==> config.mk <==
export PLATFORM = sky130hd
export DESIGN_NAME = packet_deserializer_rx_flat
export DESIGN_NICKNAME = d
export VERILOG_FILES = /design/src/rtl/packet_link_pkg.sv /design/src/rtl/packet_deserializer_rx_if.sv /design/src/rtl/packet_deserializer_rx_crc8.sv /design/src/rtl/packet_deserializer_rx.sv /design/src/flat_wrapper.sv
export SDC_FILE = /design/constraint.sdc
export NUM_CORES = 1
export LEC_CHECK = 0
export ABC_CLOCK_PERIOD_IN_PS = 1500
export BUFFER_PORTS_ARGS = -buffer_cell sky130_fd_sc_hd__buf_2
export CORE_MARGIN = 1.5
export CORE_UTILIZATION = 25
export DETAILED_ROUTE_END_ITERATION = 10
export PLACE_DENSITY = 0.48
export SYNTH_ARGS = -nofsm -noshare
export SYNTH_HDL_FRONTEND = slang
export SYNTH_SLANG_ARGS = --single-unit
==> constraint.sdc <==
create_clock -name clk -period 1.5 [get_ports clk]
set_input_delay 0 -clock clk [delete_from_list [all_inputs] [get_ports clk]]
set_output_delay 0 -clock clk [all_outputs]
set_load 0.01 [all_outputs]
==> src/rtl/packet_link_pkg.sv <==
// Shared definitions for the serial packet link: FSM states, CRC-8 constants
// and the serial CRC step used by both receiver hardware and its bench model.
package packet_link_pkg;

  typedef enum logic [2:0] {
    IDLE = 3'd0,
    MODE = 3'd1,
    DATA = 3'd2,
    CRC  = 3'd3,
    STOP = 3'd4,
    DONE = 3'd5
  } state_t;

  localparam logic [7:0] CRC_POLY  = 8'h07;
  localparam logic [7:0] CRC_INIT  = 8'h00;
  localparam int         CRC_LEN   = 8;
  localparam logic       START_BIT = 1'b0;
  localparam logic       STOP_BIT  = 1'b1;

  function automatic logic [7:0] crc8_step(input logic [7:0] crc,
                                           input logic       bit_in,
                                           input logic [7:0] poly);
    logic fb;
    fb = crc[7] ^ bit_in;
    return {crc[6:0], 1'b0} ^ (fb ? poly : 8'h00);
  endfunction

endpackage

==> src/rtl/packet_deserializer_rx_if.sv <==
// Serial line plus received-word/status bundle of the packet receiver.
// err_count exists only when PACKET_RX_ERR_CNT_EN is defined.
interface packet_deserializer_rx_if #(
  parameter int WIDTH = 32
);
  logic             enable;
  logic             packet;
  logic [WIDTH-1:0] rx_data;
  logic             rx_valid;
  logic             crc_err;
  logic             frame_err;
  logic             busy;
`ifdef PACKET_RX_ERR_CNT_EN
  logic [7:0]       err_count;
`endif

  // Link side: drives the line and consumes the received word.
  modport master (
    output enable, packet,
`ifdef PACKET_RX_ERR_CNT_EN
    input  err_count,
`endif
    input  rx_data, rx_valid, crc_err, frame_err, busy
  );

  // Receiver side.
  modport slave (
    input  enable, packet,
`ifdef PACKET_RX_ERR_CNT_EN
    output err_count,
`endif
    output rx_data, rx_valid, crc_err, frame_err, busy
  );

endinterface

==> src/rtl/packet_deserializer_rx_crc8.sv <==
// Serial CRC-8 LFSR: clear loads INIT, each enabled cycle folds in one bit.
module crc8_serial
  import packet_link_pkg::*;
#(
  parameter logic [7:0] POLY = 8'h07,
  parameter logic [7:0] INIT = 8'h00
) (
  input  logic       clk,
  input  logic       resetn,
  input  logic       clear,
  input  logic       bit_en,
  input  logic       bit_in,
  output logic [7:0] crc
);

  always_ff @(posedge clk or negedge resetn) begin
    if (!resetn) begin
      crc <= 8'h00;
    end else if (clear) begin
      crc <= INIT;
    end else if (bit_en) begin
      crc <= crc8_step(crc, bit_in, POLY);
    end else begin
      crc <= crc;
    end
  end

endmodule

==> src/rtl/packet_deserializer_rx.sv <==
// Packet link receiver: start-bit detect, in-band mode bit, LSB-first payload,
// optional MSB-first CRC-8 trailer, stop bit. PACKET_RX_ERR_CNT_EN adds err_count.
module packet_deserializer_rx
  import packet_link_pkg::*;
#(
  parameter int         WIDTH    = 32,
  parameter logic [7:0] CRC_POLY = packet_link_pkg::CRC_POLY,
  parameter logic [7:0] CRC_INIT = packet_link_pkg::CRC_INIT
) (
  input  logic                     clk,
  input  logic                     resetn,
  packet_deserializer_rx_if.slave  link
);

  localparam int IDX_W = $clog2(WIDTH);
  localparam int CNT_W = IDX_W + 1;

  state_t           state;
  logic [CNT_W-1:0] bit_cnt;
  logic [WIDTH-1:0] shreg;
  logic [7:0]       crc_rx;
  logic [7:0]       crc_calc;
  logic             mode_r;
  logic [WIDTH-1:0] rx_data;
  logic             rx_valid;
  logic             crc_err;
  logic             frame_err;
  logic             busy;
  logic             start_seen;
  logic             crc_clear;
  logic             crc_en;

  // A start bit is accepted from IDLE or directly in DONE (back-to-back frames).
  assign start_seen = link.enable && (link.packet == START_BIT) &&
                      ((state == IDLE) || (state == DONE));
  assign crc_clear  = start_seen;
  assign crc_en     = link.enable && (state == DATA);

  crc8_serial #(
    .POLY (CRC_POLY),
    .INIT (CRC_INIT)
  ) u_crc (
    .clk    (clk),
    .resetn (resetn),
    .clear  (crc_clear),
    .bit_en (crc_en),
    .bit_in (link.packet),
    .crc    (crc_calc)
  );

  // Receive FSM; result and flags are registered on the stop-bit edge so they
  // are visible during DONE, one cycle after the stop bit.
  always_ff @(posedge clk or negedge resetn) begin
    if (!resetn) begin
      state     <= IDLE;
      bit_cnt   <= {CNT_W{1'b0}};
      shreg     <= {WIDTH{1'b0}};
      crc_rx    <= 8'h00;
      mode_r    <= 1'b0;
      rx_data   <= {WIDTH{1'b0}};
      rx_valid  <= 1'b0;
      crc_err   <= 1'b0;
      frame_err <= 1'b0;
      busy      <= 1'b0;
    end else begin
      rx_valid  <= 1'b0;
      crc_err   <= 1'b0;
      frame_err <= 1'b0;
      if (!link.enable) begin
        state <= IDLE;
        busy  <= 1'b0;
      end else begin
        case (state)
          IDLE: begin
            if (link.packet == START_BIT) begin
              state   <= MODE;
              busy    <= 1'b1;
              bit_cnt <= {CNT_W{1'b0}};
            end else begin
              state <= IDLE;
              busy  <= 1'b0;
            end
          end
          MODE: begin
            mode_r <= link.packet;
            state  <= DATA;
          end
          DATA: begin
            shreg[bit_cnt[IDX_W-1:0]] <= link.packet;
            if (bit_cnt == CNT_W'(WIDTH - 1)) begin
              bit_cnt <= {CNT_W{1'b0}};
              state   <= mode_r ? CRC : STOP;
            end else begin
              bit_cnt <= bit_cnt + CNT_W'(1);
            end
          end
          CRC: begin
            crc_rx <= {crc_rx[6:0], link.packet};
            if (bit_cnt == CNT_W'(CRC_LEN - 1)) begin
              bit_cnt <= {CNT_W{1'b0}};
              state   <= STOP;
            end else begin
              bit_cnt <= bit_cnt + CNT_W'(1);
            end
          end
          STOP: begin
            rx_valid  <= 1'b1;
            rx_data   <= shreg;
            crc_err   <= mode_r && (crc_rx != crc_calc);
            frame_err <= (link.packet != STOP_BIT);
            state     <= DONE;
          end
          DONE: begin
            if (link.packet == START_BIT) begin
              state   <= MODE;
              busy    <= 1'b1;
              bit_cnt <= {CNT_W{1'b0}};
            end else begin
              state <= IDLE;
              busy  <= 1'b0;
            end
          end
          default: begin
            state <= IDLE;
            busy  <= 1'b0;
          end
        endcase
      end
    end
  end

  assign link.rx_data   = rx_data;
  assign link.rx_valid  = rx_valid;
  assign link.crc_err   = crc_err;
  assign link.frame_err = frame_err;
  assign link.busy      = busy;

`ifdef PACKET_RX_ERR_CNT_EN
  logic [7:0] err_count;

  // One count per errored frame, saturating; any disabled cycle clears it.
  always_ff @(posedge clk or negedge resetn) begin
    if (!resetn) begin
      err_count <= 8'h00;
    end else if (!link.enable) begin
      err_count <= 8'h00;
    end else if ((state == DONE) && (crc_err || frame_err) && (err_count != 8'hFF)) begin
      err_count <= err_count + 8'h01;
    end else begin
      err_count <= err_count;
    end
  end

  assign link.err_count = err_count;
`endif

endmodule

==> src/flat_wrapper.sv <==
// flat-port wrapper written by rule: the top's interface ports become plain ports
module packet_deserializer_rx_flat import packet_link_pkg::*;
#(
  parameter int         WIDTH    = 32,
  parameter logic [7:0] CRC_POLY = packet_link_pkg::CRC_POLY,
  parameter logic [7:0] CRC_INIT = packet_link_pkg::CRC_INIT
)
  (clk, resetn, link_enable, link_packet, link_rx_data, link_rx_valid, link_crc_err, link_frame_err, link_busy);
  packet_deserializer_rx_if #(.WIDTH(WIDTH)) link_i ();
  input  logic clk;
  input  logic resetn;
  input wire logic [$bits(link_i.enable)-1:0] link_enable;
  input wire logic [$bits(link_i.packet)-1:0] link_packet;
  output wire logic [$bits(link_i.rx_data)-1:0] link_rx_data;
  output wire logic [$bits(link_i.rx_valid)-1:0] link_rx_valid;
  output wire logic [$bits(link_i.crc_err)-1:0] link_crc_err;
  output wire logic [$bits(link_i.frame_err)-1:0] link_frame_err;
  output wire logic [$bits(link_i.busy)-1:0] link_busy;
  assign link_i.enable = link_enable;
  assign link_i.packet = link_packet;
  assign link_rx_data = link_i.rx_data;
  assign link_rx_valid = link_i.rx_valid;
  assign link_crc_err = link_i.crc_err;
  assign link_frame_err = link_i.frame_err;
  assign link_busy = link_i.busy;
  packet_deserializer_rx #(.WIDTH(WIDTH), .CRC_POLY(CRC_POLY), .CRC_INIT(CRC_INIT)) u_core (.clk(clk), .resetn(resetn), .link(link_i));
endmodule
; ---- Word-level counts from Yosys, hierarchy flattened
; Index checks and enable logic that the tools add are counted.
[word_totals]
out_inout_bits = 36
mem_bits_ro = 0
ff_bits = 94
word_cells = 71
n_memories = 0
latch_bits = 0
ramBits = 0
[op_classes]
bitwise = 3
mul = 0
reduce_logical = 17
addsub = 1
eq_ne = 12
shifts = 0
n_mux = 25
order_cmp = 2
div_mod_pow = 0
[ops]
columns = op, count
row1 = $bwmux 32, 1
row2 = $mux 6, 3
row3 = $pmux 6 s3, 1
row4 = $mux 8, 2
row5 = $mux 3, 5
row6 = $pmux 3 s5, 1
row7 = $mux 1, 10
row8 = $reduce_and 2->1, 5
row9 = $ne 8x8->1, 1
row10 = $xor 8x3->8, 1
row11 = $add 6x1->6 const B, 1
row12 = $eq 3x2->1 const B, 2
row13 = $eq 3x3->1 const B, 2
row14 = $eq 6x3->1 const B, 1
row15 = $eq 6x5->1 const B, 1
row16 = $lt 5x6->1 const B, 1
row17 = $demux 1 s5, 1
row18 = $ge 5x1->1 const B, 1
row19 = $logic_and 1x1->1, 5
row20 = $ne 2x2->1 const B, 2
row21 = $reduce_or 4->1, 1
row22 = $eq 3x1->1 const B, 1
row23 = $logic_not 3->1, 1
row24 = $ne 3x2->1 const B, 1
row25 = other kinds (9), 9

; ---- Longest topological paths before layout
[depth]
ltp_word = 5
mapped_depth = 7
ltp_nobuf = 5

; ---- Hierarchy
; Synthesis repeated with hierarchy kept, for this count alone.
[unflattened]
cells_unflattened = 350
area_unflattened_um2 = 4271.6
[by_module_without_submodules]
columns = module, cells_per_inst, area_each_um2, seq_area_each_um2, instances
row1 = packet_deserializer_rx, 318, 3898.7, 2152.1, 1
row2 = crc8_serial, 32, 372.9, 200.2, 1

; ---- Least setup slack after synthesis
; Ideal clock, no wire load.
[synth_path]
path_kind = register to register
startpoint = reg u_core.state[0]
endpoint = reg u_core.rx_data[13] (netlist: u_core.link.rx_data[13])
required_ns = 1.375
stages_incl_launch_ff = 5
setup_slack_ns = -0.011
period_less_slack_ns = 1.511
setup_time_ns = 0.125
arrival_ns = 1.386
cell_sequence = dfrtp_1 and4bb_2 buf_2 buf_2 mux2_2
[synth_between]
elab_chain_cells = 2
[synth_lines]
columns = element, line
row1 = from (decl), packet_deserializer_rx.sv:18  ; state_t state;
row2 = from (signal assigned), packet_deserializer_rx.sv:92  ; state <= mode_r ? CRC : STOP;
row3 = $eq 3x3->1, packet_deserializer_rx.sv:73  ; case (state)
row4 = $reduce_and 2->1 (no line), -
row5 = to (signal assigned), packet_deserializer_rx.sv:60  ; rx_data <= {WIDTH{1'b0}};
row6 = to (signal assigned), packet_deserializer_rx.sv:108  ; rx_data <= shreg;
row7 = to (decl), packet_deserializer_rx.sv:24  ; logic [WIDTH-1:0] rx_data;
; Every way passes these cells.
; A chain may end at the register's enable or synchronous reset.

; ---- Final worst setup path
[layout_path]
startpoint = reg u_core.state[1]
endpoint = reg u_core.bit_cnt[3]
[layout_between]
elab_chain_cells = 4
word_cells_on_any_way = 9
classes_between = eq/ne: 4 / mux: 1 / reduce/logical: 4
[layout_lines]
columns = element, line
row1 = $eq 3x3->1 / $logic_not 3->1 (equally long branches), packet_deserializer_rx.sv:73
row2 = $reduce_or 2->1 (no line), -
row3 = $ne 2x2->1 (no line) / $reduce_bool 3->1 (equally long branches), -
row4 = $reduce_and 3->1 (no line), -
row5 = to (signal assigned), packet_deserializer_rx.sv:78  ; bit_cnt <= {CNT_W{1'b0}};
row6 = to (signal assigned), packet_deserializer_rx.sv:91  ; bit_cnt <= {CNT_W{1'b0}};
row7 = to (signal assigned), packet_deserializer_rx.sv:94  ; bit_cnt <= bit_cnt + CNT_W'(1);
row8 = to (decl), packet_deserializer_rx.sv:19  ; logic [CNT_W-1:0] bit_cnt;
; Several ways; a longest one is shown, not always the timed one.

==> impl_metrics.csv <==
group,metric,value,unit
clocking,clockRootBuffer,"clkbuf_16",
yosys,synth-edff-count,0,
detailed_routing,via_count,2868,
final_layout,final_area,5830,um^2
floorplanning,die_y,135,um
detailed_routing,wl_per_cell,14.3,um
final_layout,multi_input_area,2120,um^2
sta,timing.fmax,0.629,GHz
critical_path,cp.arrival,1.85,ns
clocking,cts-htree-levels,3,
detailed_routing,drt_iter0_drc,173,
global_route,overflow,0,
yosys,synth_xor_area_share,3.21,%
floorplanning,die-width,135,um
pwr,p_comb_share,24.0,%
yosys,synthMuxAreaShare,22.0,%
yosys,ys_seq_area_share,53.9,%
critical_path,crit_type,"register to register",
floorplanning,dieArea,18300,um^2
yosys,ys_types,43,
final_layout,area_delta_synth_final,33.5,%
pwr,powerDensity,1180,nW/um^2
clocking,cts_buffers,9,
critical_path,critPathCaptureType,"register",
detailed_routing,dr.pass1.iters,4,
pwr,p_seq_share,43.6,%
final_layout,nFillCells,1740,
critical_path,critPathBufInv,1,
global_route,grt_usage,10.5,%
critical_path,critPathTopFamily,"flip-flops",
place,placed_cell_area,5060,um^2
final_layout,nNetsFinal,439,
clocking,clockBufferDepth,2,
sta,setup_violations,38,
yosys,synth_nets,353,
critical_path,crit_cells,6,
floorplanning,io_pins,40,
yosys,synthFlopType,"dfrtp_1",
pwr,switchingPower,2.05,mW
place,gp_congestion,0.817,
clocking,cts_tree,"done",
global_route,grt_pass1_vias,2941,
yosys,ys_async_sr_fraction,100,%
global_route,antenna_found_initial,0,
place,dp_hpwl,6160,um
critical_path,slowest_stage,"dfrtp_1",
sta,slew_headroom,65.8,%
sta,hold_viol,0,
final_layout,drive_above_1_share,50.9,%
critical_path,cp_data_required_time,1.76,ns
final_layout,fin_cells,661,
place,io_buffers,39,
pwr,clkPwrFrac,32.4,%
min_path,min_path_cells,2,
outcome,status,"finished, violations left",
run,drv_cap,0,
critical_path,crit_chain,"buf_6 -> nand4b_1 -> o2bb2ai_4 -> nand4_1 -> xor2_1 -> a21oi_1",
detailed_routing,final_antenna_net_count,0,
final_layout,antenna_cells,0,
yosys,synth_seq_cells,94,
floorplanning,core_area,17200,um^2
yosys,synthAdderAreaFrac,1.15,%
clocking,clock_latency,0.35,ns
yosys,yosys_warnings,0,
min_path,min_path_type,"primary input to register",
final_layout,final_common_cell,"dfrtp_1",
yosys,synth_top_family_by_area,"multiplexers",
yosys,synth_area,4370,um^2
detailed_routing,vias_per_cell,4.34,
clocking,clk_pin_slew_worst_paths,0.07,ns
sta,worst_hold_slack,0.0243,ns
pwr,total_power,6.89,mW
critical_path,r2r.worst_path.cells,6,
sta,fin_crit_sh,106,%
place,place_ws,-0.139,ns
detailed_routing,drc,0,
sta,setup_ws,-0.0899,ns
outcome,violations,"negative setup slack",
yosys,synth_compound_area_share,4.24,%
yosys,postSynthCellCount,345,
sta,slew_viol_final,0,
sta,worst_slew_pin_slew,0.513,ns
detailed_routing,drt-total-wl,9480,um
pwr,irDropWorstVdd,475,uV
global_route,grt_max_degree,95,
floorplanning,row_count,48,
floorplanning,start_util,25.4,%
pwr,intPower,4.84,mW
sta,min_period,1.59,ns
sta,fin_skew,0.0104,ns
clocking,cts.sinks,94,
pwr,p_leak,2.97,nW
critical_path,critPathMaxFanout,6,
place,post-place-cells,631,
pwr,power_switching_share,29.7,%
yosys,avgSynthCellArea,12.7,um^2
final_layout,layout_common_cells,"90 x dfrtp_1, 61 x mux2_4, 46 x nand2_1, 41 x buf_4, 38 x buf_2",
global_route,grt_pass1_wl,15000,um
sta,rsz0062_at_grt,"yes",
critical_path,slowest_delay,0.42,ns
yosys,synthSimpleGateAreaFrac,11.7,%
sta,tns,-0.931,ns
final_layout,ff_latch_area,2360,um^2
critical_path,startpoint_type,"register",
final_layout,final_util,33.9,%
-- sequential cells by signal, summed over array words and instances, names as in the netlist --
name                   cells
u_core.shreg              32
u_core.link.crc_err        1
u_core.link.rx_valid       1
u_core.crc_rx              8
u_core.state               3
u_core.bit_cnt             6
u_core.link.busy           1
u_core.u_crc.crc           8
u_core.mode_r              1
u_core.link.rx_data       32
u_core.link.frame_err      1
-- cell families after synthesis --
logic type,Yosys count
compound gates,30
xor+xnor,16
mux,74
buf+inv,27
simple gates,100
flops,94
fa+ha+maj,4
-- worst register-to-register path: stages, from the launching register on --
cell and delay (ns):
dfrtp_1 0.42, buf_6 0.14, nand4b_1 0.26, o2bb2ai_4 0.26, nand4_1 0.13, xor2_1 0.17, a21oi_1 0.13
-- path summary, 6_finish.rpt --
kind                                                      from                             endpoint  slack [ns]
setup reg to reg                   u_core.state[1]$_DFFE_PN0P_        u_core.bit_cnt[3]$_DFFE_PN0P_       -0.09
max in group asynchronous                               resetn        u_core.bit_cnt[1]$_DFFE_PN0P_        0.86
setup / recovery                   u_core.state[1]$_DFFE_PN0P_        u_core.bit_cnt[3]$_DFFE_PN0P_       -0.09
min in group asynchronous                               resetn      u_core.u_crc.crc[2]$_DFFE_PN0P_        0.22
hold / removal                                     link_enable          u_core.state[0]$_DFFE_PN0P_        0.02
hold reg to reg            u_core.link.rx_data[29]$_DFFE_PN0P_  u_core.link.rx_data[29]$_DFFE_PN0P_        0.51
-- power groups by stage --
stage               logic (mW)  clock network (mW)  registers (mW)
floorplan                0.901                   0            2.95
global placement          1.39                   0            3.01
detailed placement        1.40                   0            3.02
CTS                       1.47                2.33            2.98
global route              1.82                2.43            3.05
finish                    1.65                2.23            3.00
-- cell type report --
type                            count  share of cell area, %
Clock buffer                       10                   4.10
Tap cell                          225                   4.83
Multi-Input combinational cell    224                   36.4
Sequential cell                    94                   40.4
Timing Repair Buffer               97                   13.0
Inverter                            5                  0.322
Clock inverter                      6                  0.901
-- repair_timing --
| action | CTS | global route |
|---|---|---|
| hold buffers | 2 | 1 |
| gates cloned | 0 | 3 |
| resized for setup | 5 | 79 |
| endpoints found under the hold margin | 97 | 2 |
| pin swaps | 4 | 5 |
| setup endpoints to repair | 48 | 74 |
| buffers inserted | 2 | 7 |
-- Yosys cell counts, drive strengths merged (4+ instances only) --
master / n / area, um^2
nand2: 56 / 210
nor2: 10 / 42.5
a21oi: 16 / 80.1
ha: 4 / 50.1
mux2: 72 / 927
nor3b: 4 / 41.3
nor2b: 4 / 27.5
dfrtp: 94 / 2350
nor3: 4 / 20.0
xor2: 15 / 131
inv: 5 / 18.8
buf: 19 / 139
and3: 7 / 43.8
-- layer usage --
| metal | global-route usage (%) | vias to the layer above | share of wire, % |
|---|---|---|---|
| met5 | 0 | - | 0 |
| met3 | 2.69 | 13 | 3.4 |
| met1 | 13.4 | 1447 | 46 |
| li1 | - | 1361 | - |
| met2 | 16.6 | 47 | 48 |
| met4 | 4.84 | 0 | 2.2 |
Note: power is estimated with default switching activity, not from simulation.
